## src/rtl/ws2812_pkg.sv

```systemverilog
// Shared types and helpers for the WS2812 write scheduler.
// Holds the index/colour widths, the scheduler state encoding and the
// brightness scaling function used when WS2812_SCHED_BRIGHTNESS_EN is defined.
package ws2812_pkg;

   localparam int LED_IDX_W = 8;
   localparam int RGB_W     = 24;

   typedef enum logic [1:0] {
      IDLE,
      WRITE,
      CLEAR
   } sched_state_t;

   // Scale one colour byte by (brightness+1)/256; 255 is identity, 0 gives 0.
   function automatic logic [7:0] scale8(input logic [7:0] c, input logic [7:0] b);
      logic [15:0] prod;
      prod = 16'(c) * (16'(b) + 16'd1);
      return prod[15:8];
   endfunction

endpackage

```

## src/rtl/ws2812_rr_arbiter.sv

```systemverilog
// Combinational round-robin arbiter.
// Grants the first set request at or after 'ptr', wrapping modulo N.
// The rotating pointer itself is owned by the parent scheduler.
module ws2812_rr_arbiter #(
   parameter int N  = 4,
   parameter int PW = (N > 1) ? $clog2(N) : 1
) (
   input  logic [N-1:0]  req,
   input  logic [PW-1:0] ptr,
   output logic [N-1:0]  grant,
   output logic [PW-1:0] grant_idx
);

   // Walk the requesters starting at ptr and pick the first one that is valid.
   always_comb begin
      logic          found;
      logic [PW:0]   sum;
      logic [PW-1:0] idx;
      grant     = '0;
      grant_idx = '0;
      found     = 1'b0;
      sum       = '0;
      idx       = '0;
      for (int k = 0; k < N; k++) begin
         sum = {1'b0, ptr} + (PW+1)'(k);
         if (sum >= (PW+1)'(N)) begin
            sum = sum - (PW+1)'(N);
         end
         idx = sum[PW-1:0];
         if (!found && req[idx]) begin
            found      = 1'b1;
            grant[idx] = 1'b1;
            grant_idx  = idx;
         end
      end
   end

endmodule

```

## src/rtl/ws2812_write_sched.sv

```systemverilog
// WS2812 write scheduler: shares the driver's single pixel-write port between
// N_REQ requesters with round-robin arbitration and adds a strip-clear sequencer.
// Optional feature macro: WS2812_SCHED_BRIGHTNESS_EN adds a 'brightness' input
// that scales request colours (clear writes are never scaled).
module ws2812_write_sched
   import ws2812_pkg::*;
#(
   parameter int                N_REQ     = 4,
   parameter int                NUM_LEDS  = 8,
   parameter logic [RGB_W-1:0]  CLEAR_RGB = 24'h000000
) (
   input  logic                       clk,
   input  logic                       reset_n,
   input  logic [N_REQ-1:0]           req_valid,
   input  logic [N_REQ*LED_IDX_W-1:0] req_led,
   input  logic [N_REQ*RGB_W-1:0]     req_rgb,
   output logic [N_REQ-1:0]           req_ready,
   input  logic                       clear_start,
`ifdef WS2812_SCHED_BRIGHTNESS_EN
   input  logic [7:0]                 brightness,
`endif
   output logic                       clear_busy,
   output logic                       clear_done,
   output logic                       range_err,
   output logic [LED_IDX_W-1:0]       led_num,
   output logic [RGB_W-1:0]           rgb_data,
   output logic                       write
);

   localparam int                   PW       = (N_REQ > 1) ? $clog2(N_REQ) : 1;
   localparam logic [PW-1:0]        LAST_REQ = PW'(N_REQ - 1);
   localparam logic [LED_IDX_W-1:0] LAST_LED = LED_IDX_W'(NUM_LEDS - 1);

   sched_state_t         state_q;
   logic [PW-1:0]        rr_ptr_q;
   logic [PW-1:0]        rr_ptr_d;
   logic [LED_IDX_W-1:0] clr_idx_q;
   logic                 clear_pend_q;
   logic                 write_q;
   logic                 clear_done_q;
   logic                 range_err_q;
   logic [LED_IDX_W-1:0] led_num_q;
   logic [RGB_W-1:0]     rgb_data_q;

   logic [N_REQ-1:0]     grant;
   logic [PW-1:0]        grant_idx;
   logic                 xfer;
   logic                 in_range;
   logic [LED_IDX_W-1:0] sel_led_d;
   logic [RGB_W-1:0]     sel_raw_rgb;
   logic [RGB_W-1:0]     sel_rgb_d;

   ws2812_rr_arbiter #(
      .N  (N_REQ),
      .PW (PW)
   ) u_arb (
      .req       (req_valid),
      .ptr       (rr_ptr_q),
      .grant     (grant),
      .grant_idx (grant_idx)
   );

   // Grants only in IDLE with no clear outstanding, and never while in reset.
   assign req_ready = (reset_n && (state_q == IDLE) && !clear_pend_q) ? grant : '0;
   assign xfer      = |(req_valid & req_ready);
   assign in_range  = (32'(sel_led_d) < 32'(NUM_LEDS));

   // Mux the granted requester's index/colour and work out the next pointer.
   always_comb begin
      sel_led_d   = '0;
      sel_raw_rgb = '0;
      for (int i = 0; i < N_REQ; i++) begin
         if (grant[i]) begin
            sel_led_d   = req_led[LED_IDX_W*i +: LED_IDX_W];
            sel_raw_rgb = req_rgb[RGB_W*i +: RGB_W];
         end
      end
`ifdef WS2812_SCHED_BRIGHTNESS_EN
      sel_rgb_d = {scale8(sel_raw_rgb[23:16], brightness),
                   scale8(sel_raw_rgb[15:8],  brightness),
                   scale8(sel_raw_rgb[7:0],   brightness)};
`else
      sel_rgb_d = sel_raw_rgb;
`endif
      rr_ptr_d = (grant_idx == LAST_REQ) ? '0 : grant_idx + PW'(1);
   end

   // Scheduler FSM with all driver-facing outputs registered.
   always_ff @(posedge clk or negedge reset_n) begin
      if (!reset_n) begin
         state_q      <= IDLE;
         rr_ptr_q     <= '0;
         clr_idx_q    <= '0;
         clear_pend_q <= 1'b0;
         write_q      <= 1'b0;
         clear_done_q <= 1'b0;
         range_err_q  <= 1'b0;
         led_num_q    <= '0;
         rgb_data_q   <= '0;
      end else begin
         write_q      <= 1'b0;
         clear_done_q <= 1'b0;
         range_err_q  <= 1'b0;
         case (state_q)
            IDLE: begin
               if (xfer) begin
                  state_q     <= WRITE;
                  rr_ptr_q    <= rr_ptr_d;
                  led_num_q   <= sel_led_d;
                  rgb_data_q  <= sel_rgb_d;
                  write_q     <= in_range;
                  range_err_q <= !in_range;
                  if (clear_start) begin
                     clear_pend_q <= 1'b1;
                  end
               end else if (clear_pend_q || clear_start) begin
                  state_q      <= CLEAR;
                  clear_pend_q <= 1'b1;
                  clr_idx_q    <= '0;
                  write_q      <= 1'b1;
                  led_num_q    <= '0;
                  rgb_data_q   <= CLEAR_RGB;
                  clear_done_q <= (LAST_LED == '0);
               end
            end
            WRITE: begin
               state_q <= IDLE;
               if (clear_start) begin
                  clear_pend_q <= 1'b1;
               end
            end
            CLEAR: begin
               if (clr_idx_q == LAST_LED) begin
                  state_q      <= IDLE;
                  clear_pend_q <= 1'b0;
                  clr_idx_q    <= '0;
               end else begin
                  clr_idx_q    <= clr_idx_q + 8'd1;
                  write_q      <= 1'b1;
                  led_num_q    <= clr_idx_q + 8'd1;
                  rgb_data_q   <= CLEAR_RGB;
                  clear_done_q <= ((clr_idx_q + 8'd1) == LAST_LED);
               end
            end
            default: begin
               state_q <= IDLE;
            end
         endcase
      end
   end

   assign clear_busy = clear_pend_q;
   assign clear_done = clear_done_q;
   assign range_err  = range_err_q;
   assign led_num    = led_num_q;
   assign rgb_data   = rgb_data_q;
   assign write      = write_q;

endmodule

```

## config.mk

```make
export PLATFORM = sky130hd
export DESIGN_NAME = ws2812_write_sched
export DESIGN_NICKNAME = d
export VERILOG_FILES = /design/src/rtl/ws2812_pkg.sv /design/src/rtl/ws2812_rr_arbiter.sv /design/src/rtl/ws2812_write_sched.sv
export SDC_FILE = /design/constraint.sdc
export NUM_CORES = 1
export LEC_CHECK = 0
export ABC_AREA = 1
export CORE_MARGIN = 2
export CORE_UTILIZATION = 44
export CTS_BUF_LIST = sky130_fd_sc_hd__clkbuf_8
export CTS_CLUSTER_SIZE = 14
export DETAILED_ROUTE_END_ITERATION = 7
export PLACE_DENSITY = 0.94
export SLEW_MARGIN = 20
export SYNTH_ARGS = -nofsm -noshare
export SYNTH_HDL_FRONTEND = slang
export SYNTH_SLANG_ARGS = --single-unit
```

## constraint.sdc

```tcl
create_clock -name clk -period 3.6 [get_ports clk]
set_input_delay 0.72 -clock clk [delete_from_list [all_inputs] [get_ports clk]]
set_output_delay 0.72 -clock clk [all_outputs]
set_load 0.02 [all_outputs]
```

==> results_dict.tcl, run 1 <==
set metrics [dict create \
    syn_inst 575 \
    n_fill_cell 701 \
    worstMarginPinSlew_ns 0.602 \
    cts_tree "yes" \
    drt-wirelength-per-cell_um 16.3 \
    setup_viol 0 \
    drt-total-wl_um 13900 \
    syn_area_per_cell_um2 6.93 \
    power.density_nw_per_um2 883 \
    crit_path_max_incr_delay_ns 0.63 \
    synth_nets 722 \
    hold_buffers 0 \
    ys.flop_type "dfrtp_1" \
    globalplace.congestion 0.949 \
    min_path_type "reg2reg" \
    synth_area_leaders "dfrtp_1 30%, nand2_1 19%, nand3_1 7.4%, a21oi_1 4.8%, o211ai_1 4.5%" \
    yosysTopAreaCell "dfrtp_1" \
    finalSetupTns_ns 0 \
    grt_pass1_vias 4638 \
    hpwlAfterDp_um 10700 \
    status "completed" \
    ys_types 45 \
    drive_gt1_share_pct 11.6 \
    finalMaxSlewViolations 0 \
    cp.required_ns 2.88 \
    finalNetCount 887 \
    rsz0062_at_grt "no" \
    peakVddDrop_v 0.000540 \
    crit_arrival_ns 2.73 \
    first_pass_iters 5 \
    seq_power_share_pct 16.2 \
    internal-power_w 0.00228 \
    grt_start_max_net_pins 49 \
    syn2layout_area_growth_pct 47.7 \
    period_needed_ns 3.45 \
    drt-initial-drc-count 279 \
    grt_use_total_pct 27.6 \
    crit_path_cell_trace "clkdlybuf4s50_1, inv_1, nand2_1, nand3_1, nand2_1, nor2_8, nand3_1, nand3_1, nand2_1, inv_1, clkdlybuf4s50_1" \
    setup.worst_path.class "in2out" \
    grt_pass1_wl_um 22100 \
    synth_area_um2 3980 \
    cts_buffer_depth 2 \
    combPwrFrac_pct 77.3 \
    finClkSkew_ns 0.00574 \
    final_area_um2 5880 \
    clk_latency_ns 0.30 \
    relSlewSlack_pct 59.8 \
    finalCritPeriodShare_pct 95.9 \
    antenna_found_initial 0 \
    critical_path.max_fanout 8 \
    viasPerCell 5.46 \
    path_clk_slew_ns 0.08 \
    die_y_um 99.1 \
    finalHoldViolCount 0 \
    cts_root_buffer "clkbuf_8" \
    critPathTopFamily "buffers and inverters" \
    ys_seq_area_share_pct 30.2 \
    antennaDiodeCount 0 \
    drc 0 \
    rows 34 \
    swShare_pct 56.1 \
    synth_most_common_cell "nand2_1" \
    yosys_warnings 0 \
    synth_top_area_share_pct 30.2 \
    antenna_left 0 \
    max_freq_mhz 290 \
    start_kind "input pin" \
    die_area_um2 9830 \
    core_area_um2 8760 \
    die_w_um 99.1 \
    async_flop_share_pct 100 \
    place_area_um2 5750 \
    synth_common_cells "199 x nand2_1, 59 x nand3_1, 48 x dfrtp_1" \
    overflow 0 \
    p_sw_w 0.00291 \
    p_leak_nw 2.87 \
    maxCapViolations 0 \
    critPathCaptureType "output pin" \
    initial_utilization_pct 45.4 \
    cp_num_buf_inv 4 \
    p_clk_share_pct 6.4 \
    cts_buffers 5 \
    synth-edff-count 0 \
    ctsHtreeMaxLevel 2 \
    ys_seq_elements 48 \
    io_buffers 174 \
    cpMaxStageDelayCell "clkdlybuf4s50_1" \
    cts.sinks 48 \
    io_pins 175 \
    vias 4637 \
]
## worst register-to-register path, stage by stage, from the launching register on
cell      delay [ns]
dfrtp_2         0.42
inv_2           0.09
ha_1            0.38
inv_1           0.12
nand3_1         0.09
nand2_1         0.11
nor2_4          0.22
a21boi_1        0.10
nand3_1         0.10
buf_4           0.41
inv_2           0.31
or2_2           0.36
nand3_1         0.08
nand2_1         0.05
nand2_1         0.04
o21ai_0         0.07
nand2_1         0.06
nand2_1         0.05
## per-layer routing
metal  up-vias  GRT usage, %  routed length (µm)
li1       2213             -                   -
met1      2130          32.5                5190
met2       248          49.6                6930
met3        46          4.15                1190
met4         0          12.4                 558
met5         -             0                   0
## power groups by stage
stage	registers (W)	logic, W	clock network, W
after floorplan	0.00100	0.00270	0
after global placement	0.000854	0.00380	0
after detailed placement	0.000860	0.00395	0
after CTS	0.000851	0.00396	0.000343
after global routing	0.000865	0.00443	0.000363
final	0.000844	0.00402	0.000333
## logic make-up after synthesis
family | count (synthesis) | share of synthesized area (%)
buffers and inverters | 73 | 9.58
flip-flops | 48 | 30.2
AND/OR/NAND/NOR | 326 | 38.2
adder cells (fa/ha/maj) | 12 | 3.77
XOR/XNOR | 5 | 1.10
AO/OA/AOI/OAI | 111 | 17.2
## timing repair
action,4_1_cts,5_1_grt
buffers inserted,0,4
resized for setup,1,2
endpoints found under the setup margin,4,4
## per-stage QoR
stage                     utilization [%]  power, W  setup slack [ns]  hold WS, ns  std cells
after floorplan                         -   0.00371             0.751        0.424        575
after global placement               65.7   0.00465             0.159        0.455        837
after detailed placement             65.7   0.00481             0.104        0.459        837
after CTS                            66.7   0.00515            0.0324        0.480        845
after global routing                 67.1   0.00565            0.0339        0.515        849
final                                67.1   0.00520             0.149        0.479        849
## final cells by class
class	instances	area, µm²	area share (%)
multi-input cells	454	2400	40.8
flip-flops and latches	48	1200	20.4
clock inverters	2	10.0	0.170
repair buffers	190	1880	32.0
inverters	41	166	2.83
clock buffers	6	82.6	1.40
well taps	108	135	2.30
## cell usage in the layout (no fill, tap or decap), types with 2 or more instances in the layout
master           netlist  final
nand2_1              199    199
clkdlybuf4s50_1        0    172
nand3_1               59     59
dfrtp_1               48     47
a21oi_1               38     38
inv_1                 34     33
o21ai_0               29     29
nand2_2               24     24
o211ai_1              24     24
nor2_1                16     16
buf_4                  3     14
ha_1                  12     12
o21ai_2                6      6
clkbuf_8               0      6
inv_2                  4      5
xor2_1                 5      5
nand3_2                4      4
nor3_1                 4      4
nand2_4                3      3
nor2_4                 3      3
a21oi_2                3      3
nand4_1                3      3
inv_6                  2      2
nor2_8                 2      2
o21a_1                 2      2
or2_2                  2      2
or2_0                  2      2
clkinv_2               0      2
buf_12                 2      2
## registers in the layout, summed over array words and instances (netlist names), named ones only
signal	count
led_num	8
rgb_data	24
state_q	2
range_err	1
clear_busy	1
clr_idx_q	8
write	1
rr_ptr_q	1
clear_done	1
## final timing paths
path | to | startpoint | depth (start not counted) | slack, ns
max | req_ready[2] | req_valid[2] | 11 | 0.15
max in group asynchronous | rr_ptr_q[1] | reset_n | 2 | 2.63
min reg2reg | rgb_data[22] | rgb_data[22] | 2 | 0.48
min in group asynchronous | clr_idx_q[7] | reset_n | 2 | 0.55
min | rgb_data[22] | rgb_data[22] | 2 | 0.48
max reg2reg | led_num[0] | rr_ptr_q[1] | 17 | 0.44
No activity file was read; power rests on OpenSTA's default activity.
==> inputs of run 2 (changes only) <==
--- a/config.mk
+++ b/config.mk
@@ -11,6 +11,7 @@
 export CTS_BUF_LIST = sky130_fd_sc_hd__clkbuf_8
 export CTS_CLUSTER_SIZE = 14
 export DETAILED_ROUTE_END_ITERATION = 7
+export GPL_ROUTABILITY_DRIVEN = 0
 export PLACE_DENSITY = 0.94
 export SLEW_MARGIN = 20
 export SYNTH_ARGS = -nofsm -noshare
==> run 2 against run 1 <==
Clock skew up 0.0021 ns; critical endpoint is now req_ready[3]; critical path depth up 2; largest power group unchanged; total power down 0.13%; via count up 0.63%; sequential share of layout area up 0.087 points; sequential power up 0.8%; register-to-register slack worse by 0.06 ns.
==> results_dict.tcl, run 2 (same netlist as run 1, synthesis figures left out) <==
set metrics [dict create \
    status "completed" \
    final_cell_mix "199 x nand2_1, 171 x clkdlybuf4s50_1, 59 x nand3_1" \
    die_y_um 99.1 \
    drt-wirelength-per-cell_um 16.6 \
    die_area_um2 9830 \
    fin_util_pct 66.8 \
    grt_pass1_wl_um 21700 \
    antenna_left 0 \
    setup_viol 0 \
    min_path_type "reg2reg" \
    crit_start "req_valid[3]" \
    final_area_um2 5860 \
    setup.worst_path.class "in2out" \
    final_common_cell "nand2_1" \
    cts_root_buffer "clkbuf_8" \
    viasPerCell 5.51 \
    place_area_um2 5740 \
    first_pass_iters 5 \
    antenna_found_initial 0 \
    drive_gt1_share_pct 11.4 \
    critical_path.max_fanout 6 \
    largest_reg_flops 24 \
    cts_tree "yes" \
    finalNetCount 885 \
    rows 34 \
    min-delay-start "rgb_data[19]" \
    period_needed_ns 3.49 \
    power.density_nw_per_um2 886 \
    max_freq_mhz 286 \
    io_pins 175 \
    antennaDiodeCount 0 \
    finalHoldViolCount 0 \
    layout.cells.non_filler 847 \
    finalMaxSlewViolations 0 \
    hpwlAfterDp_um 10800 \
    worstMarginPinSlew_ns 0.717 \
    ctsHtreeMaxLevel 2 \
    crit_arrival_ns 2.77 \
    drc 0 \
    cts_buffer_depth 2 \
    finalCritPeriodShare_pct 97.0 \
    path_clk_slew_ns 0.09 \
    grt_pass1_vias 4451 \
    die_w_um 99.1 \
    initial_utilization_pct 45.4 \
    rsz0062_at_grt "no" \
    finalSetupTns_ns 0 \
    reg2reg_from "rr_ptr_q[1]" \
    overflow 0 \
    start_kind "input pin" \
    peakVddDrop_v 0.000461 \
    cts_buffers 5 \
    p_leak_nw 2.87 \
    maxCapViolations 0 \
    finClkSkew_ns 0.00787 \
    hold_buffers 0 \
    syn2layout_area_growth_pct 47.0 \
    core_area_um2 8760 \
    cp.required_ns 2.88 \
    relSlewSlack_pct 52.0 \
    clk_latency_ns 0.30 \
    io_buffers 174 \
    grt_use_total_pct 27.3 \
    drt-total-wl_um 14000 \
    n_fill_cell 701 \
    dp_cells 837 \
    vias 4666 \
    drt-initial-drc-count 440 \
    critPathCaptureType "output pin" \
    cts.sinks 48 \
    grt_start_max_net_pins 49 \
]
[run 2: changes by cell type in the layout (fill, tap and decap cells not counted), sizes merged]
cell,delta
buf,-2
dlymetal6s2s,+1
clkdlybuf4s50,-1
[run 2: final timing paths]
check | end | slack, ns | depth (start not counted)
setup / recovery | req_ready[3] | 0.11 | 13
hold reg to reg | rgb_data[19] | 0.48 | 2
hold / removal | rgb_data[19] | 0.48 | 2
min in group asynchronous | clr_idx_q[6] | 0.55 | 2
setup reg to reg | range_err | 0.38 | 17
max in group asynchronous | rr_ptr_q[1] | 2.61 | 2
[run 2: repair_timing]
| item | in CTS | in global routing |
|---|---|---|
| pin swaps | 0 | 0 |
| setup buffers | 0 | 2 |
| resized for setup | 1 | 3 |
| endpoints found under the hold margin | 0 | 0 |
| endpoints found under the setup margin | 4 | 4 |
[run 2: critical path: stages]
cell and delay, ns:
clkdlybuf4s50_1 0.47, inv_1 0.11, nand2_1 0.09, nand3_4 0.13, nand2_8 0.09, inv_2 0.06
nand2_1 0.06, nor2_2 0.13, nand2_1 0.08, nand3_2 0.10, nand2_1 0.06, inv_1 0.07
clkdlybuf4s50_1 0.59
[run 2: layout make-up]
class / count / area, µm² / share of cell area [%]
multi-input combinational: 454 / 2400 / 41.0
tap: 108 / 135 / 2.31
inverter: 41 / 166 / 2.84
clock inverter: 2 / 10.0 / 0.171
sequential: 48 / 1200 / 20.5
timing repair buffer: 188 / 1860 / 31.8
clock buffer: 6 / 82.6 / 1.41
[run 2: stage by stage]
step	total power (W)	setup WS, ns	hold WS [ns]
finish	0.00519	0.107	0.477
detailed placement	0.00478	0.0123	0.458
CTS	0.00512	0.0341	0.480
global route	0.00561	0.0187	0.508
floorplan	0.00371	0.751	0.424
global placement	0.00462	0.183	0.455
[run 2: per-layer routing]
metal / global-route usage (%) / vias up / routed length [µm]
met1: 32.8 / 2163 / 5420
met4: 7.38 / 0 / 332
met5: 0 / - / 0
met2: 50.8 / 254 / 7190
met3: 3.94 / 29 / 1100
li1: - / 2220 / -
[run 2: report_power, final]
part           internal (W)  switching (W)  leakage [nW]
Clock              0.000154       0.000186        0.0510
Sequential         0.000712       0.000139         0.647
Combinational       0.00139        0.00261          2.17
Total               0.00225        0.00294          2.87
==> inputs of run 3 (changes only) <==
--- a/config.mk
+++ b/config.mk
@@ -5,14 +5,15 @@
 export SDC_FILE = /design/constraint.sdc
 export NUM_CORES = 1
 export LEC_CHECK = 0
-export ABC_AREA = 1
+export ABC_AREA = 0
 export CORE_MARGIN = 2
-export CORE_UTILIZATION = 44
+export CORE_UTILIZATION = 43
 export CTS_BUF_LIST = sky130_fd_sc_hd__clkbuf_8
 export CTS_CLUSTER_SIZE = 14
 export DETAILED_ROUTE_END_ITERATION = 7
 export GPL_ROUTABILITY_DRIVEN = 0
-export PLACE_DENSITY = 0.94
+export HOLD_SLACK_MARGIN = 0.05
+export PLACE_DENSITY = 0.95
 export SLEW_MARGIN = 20
 export SYNTH_ARGS = -nofsm -noshare
 export SYNTH_HDL_FRONTEND = slang
==> run 3 against run 2 <==
Critical path depth decreased by 6; synthesized cell count decreased by 16%; via count decreased by 1.9%; non-clock buffer count increased by 30; core utilization increased by 4.1 points; routed wire length decreased by 1.9%; final area increased by 0.51%; critical path type unchanged; critical endpoint is now req_ready[0].
==> results_dict.tcl, run 3 <==
set metrics [dict create \
    drive_gt1_share_pct 11.6 \
    final_cell_mix "168 x clkdlybuf4s50_1, 78 x nand2_1, 62 x o21ai_0" \
    finalHoldViolCount 0 \
    reg2reg_from "rr_ptr_q[1]" \
    synth_area_leaders "dfrtp_1 32%, o21ai_0 8.4%, nand2_1 7.9%, a31oi_1 5.4%, a21oi_1 5.0%" \
    cts_buffer_depth 2 \
    synth_common_cells "78 x nand2_1, 62 x o21ai_0, 48 x dfrtp_1" \
    drc 0 \
    p_total_w 0.00447 \
    r2r_end "rgb_data[11]" \
    crit_start "req_valid[3]" \
    setup.worst_path.class "in2out" \
    antenna_left 0 \
    vias 4579 \
    ys.flop_type "dfrtp_1" \
    finalSetupTns_ns 0 \
    cts_root_buffer "clkbuf_8" \
    finalNetCount 817 \
    p_sw_w 0.00222 \
    async_flop_share_pct 100 \
    hpwlAfterDp_um 10500 \
    die_w_um 96.9 \
    r2r_cells 12 \
    syn_inst 485 \
    antenna_found_initial 0 \
    synth_top_family_by_area "compound AO/OA/AOI/OAI gates" \
    grt_pass1_wl_um 22100 \
    synth_nets 632 \
    cts_buffers 5 \
    max_freq_mhz 286 \
    cts.sinks 48 \
    period_needed_ns 3.49 \
    core_area_um2 8300 \
    drt-total-wl_um 13800 \
    ctsHtreeMaxLevel 2 \
    antennaDiodeCount 0 \
    ys_seq_elements 48 \
    min_path_type "reg2reg" \
    initial_utilization_pct 44.7 \
    status "completed" \
    viasPerCell 5.90 \
    io_buffers 174 \
    synth-edff-count 0 \
    yosysTopAreaCell "dfrtp_1" \
    cts_tree "yes" \
    drt-initial-drc-count 273 \
    synth_fa_ha_area_share_pct 4.05 \
    syn_area_per_cell_um2 7.64 \
    maxCapViolations 0 \
    yosys_warnings 0 \
    overflow 0 \
    layout.cells.non_filler 776 \
    internal-power_w 0.00225 \
    critPathCaptureType "output pin" \
    muxShareOfSynthArea_pct 4.15 \
    clk_latency_ns 0.30 \
    largest_reg_flops 24 \
    grt_start_max_net_pins 57 \
    crit_arrival_ns 2.77 \
    first_pass_iters 5 \
    die_y_um 96.9 \
    power.density_nw_per_um2 759 \
    finClkSkew_ns 0.00475 \
    grt_pass1_vias 4719 \
    relSlewSlack_pct 59.4 \
    n_fill_cell 636 \
    yosys.area_share.simple_pct 23.3 \
    die_area_um2 9380 \
    p_leak_nw 2.41 \
    ys_types 58 \
    finalMaxSlewViolations 0 \
    synth_area_um2 3710 \
    grt_use_total_pct 28.4 \
    drt-wirelength-per-cell_um 17.8 \
    cp-endpoint "req_ready[0]" \
    synth_most_common_cell "nand2_1" \
    synth_compound_area_share_pct 27.5 \
    p_clk_share_pct 8.9 \
    finalCritPeriodShare_pct 97.0 \
    syn2layout_area_growth_pct 58.8 \
    ys_seq_area_share_pct 32.4 \
    rows 33 \
    seq_power_share_pct 16.2 \
    synth_xor_area_share_pct 1.89 \
    synth_top_area_share_pct 32.4 \
    critical_path.max_fanout 10 \
    start_kind "input pin" \
    final_common_cell "clkdlybuf4s50_1" \
    combPwrFrac_pct 74.9 \
    regToRegSetupSlack_ns 0.24 \
    path_clk_slew_ns 0.09 \
    worstMarginPinSlew_ns 0.609 \
    dp_cells 765 \
    cp.required_ns 2.88 \
    io_pins 175 \
    setup_viol 0 \
    peakVddDrop_v 0.000657 \
    swShare_pct 49.7 \
]
## run 3: changes by cell type in the layout (fill, tap and decap cells not counted), sizes merged, moves of 5 or more
cell and delta:
xnor2 +6, buf +30, o211ai -23, o21ai +31, nand3 -30, nand2b +5, a31oi +31, nor3 +7
inv -26, nand2 -149, a311oi +6, mux2 +7
## run 3: through the flow
| step | instance area, µm² | hold slack, ns | utilization, % | setup WS [ns] |
|---|---|---|---|---|
| after floorplan | 3710 | 0.424 | - | 0.0186 |
| after global placement | 5720 | 0.462 | 68.9 | -0.294 |
| after detailed placement | 5720 | 0.469 | 68.9 | -0.343 |
| after CTS | 5840 | 0.490 | 70.4 | 0.00863 |
| after global routing | 5890 | 0.515 | 70.9 | -0.0194 |
| final | 5890 | 0.486 | 70.9 | 0.108 |
## run 3: what timing repair did
action / in CTS / in global routing
hold buffers: 0 / 0
endpoints found under the hold margin: 0 / 0
buffers inserted: 1 / 2
resized for setup: 4 / 17
endpoints found under the setup margin: 4 / 46
pin swaps: 1 / 2
## run 3: cell families (layout without fill, tap and decap cells)
| logic type | Yosys count | after routing |
|---|---|---|
| AND/OR/NAND/NOR | 184 | 184 |
| AO/OA/AOI/OAI | 166 | 166 |
| buffers and inverters | 55 | 241 |
| flip-flops | 48 | 48 |
| adder cells (fa/ha/maj) | 12 | 12 |
| multiplexers | 12 | 12 |
| XOR/XNOR | 8 | 8 |
## run 3: power by group through the flow
stage	sequential (W)	combinational, W	clock [W]
global placement	0.000726	0.00309	0
finish	0.000725	0.00334	0.000397
CTS	0.000725	0.00322	0.000401
detailed placement	0.000735	0.00321	0
global route	0.000740	0.00364	0.000432
floorplan	0.000819	0.00199	0
## run 3: worst max-delay path, stage by stage
cell and delay (ns):
clkdlybuf4s50_1 0.47, buf_4 0.16, or3b_2 0.45, o211ai_1 0.22, nand4_1 0.20, a31oi_1 0.22
clkdlybuf4s15_1 0.34
## run 3: worst min path at each step
stage | start | end | slack (ns) | cells past startpoint
finish | led_num[7] | led_num[7] | 0.49 | 2
global route | rgb_data[16] | rgb_data[16] | 0.51 | 2
CTS | led_num[7] | led_num[7] | 0.49 | 2
floorplan | reset_n | async pin | 0.42 | 0
global placement | rgb_data[2] | rgb_data[2] | 0.46 | 2
detailed placement | led_num[7] | led_num[7] | 0.47 | 2
## run 3: layer usage
metal  GRT usage (%)  wire length, µm
met1            33.9             5170
met2            51.0             7180
met3            4.12              999
met4            11.8              438
met5               0                0
## run 3: area by class of cell
cell class                 instances  area (µm²)  area share (%)
sequential                        48        1200            20.4
clock buffer                       5        68.8            1.17
inverter                          15        56.3           0.957
timing repair buffer             218        2100            35.7
multi-input combinational        382        2280            38.7
clock inverter                     3        47.5           0.808
tap                              105         131            2.23
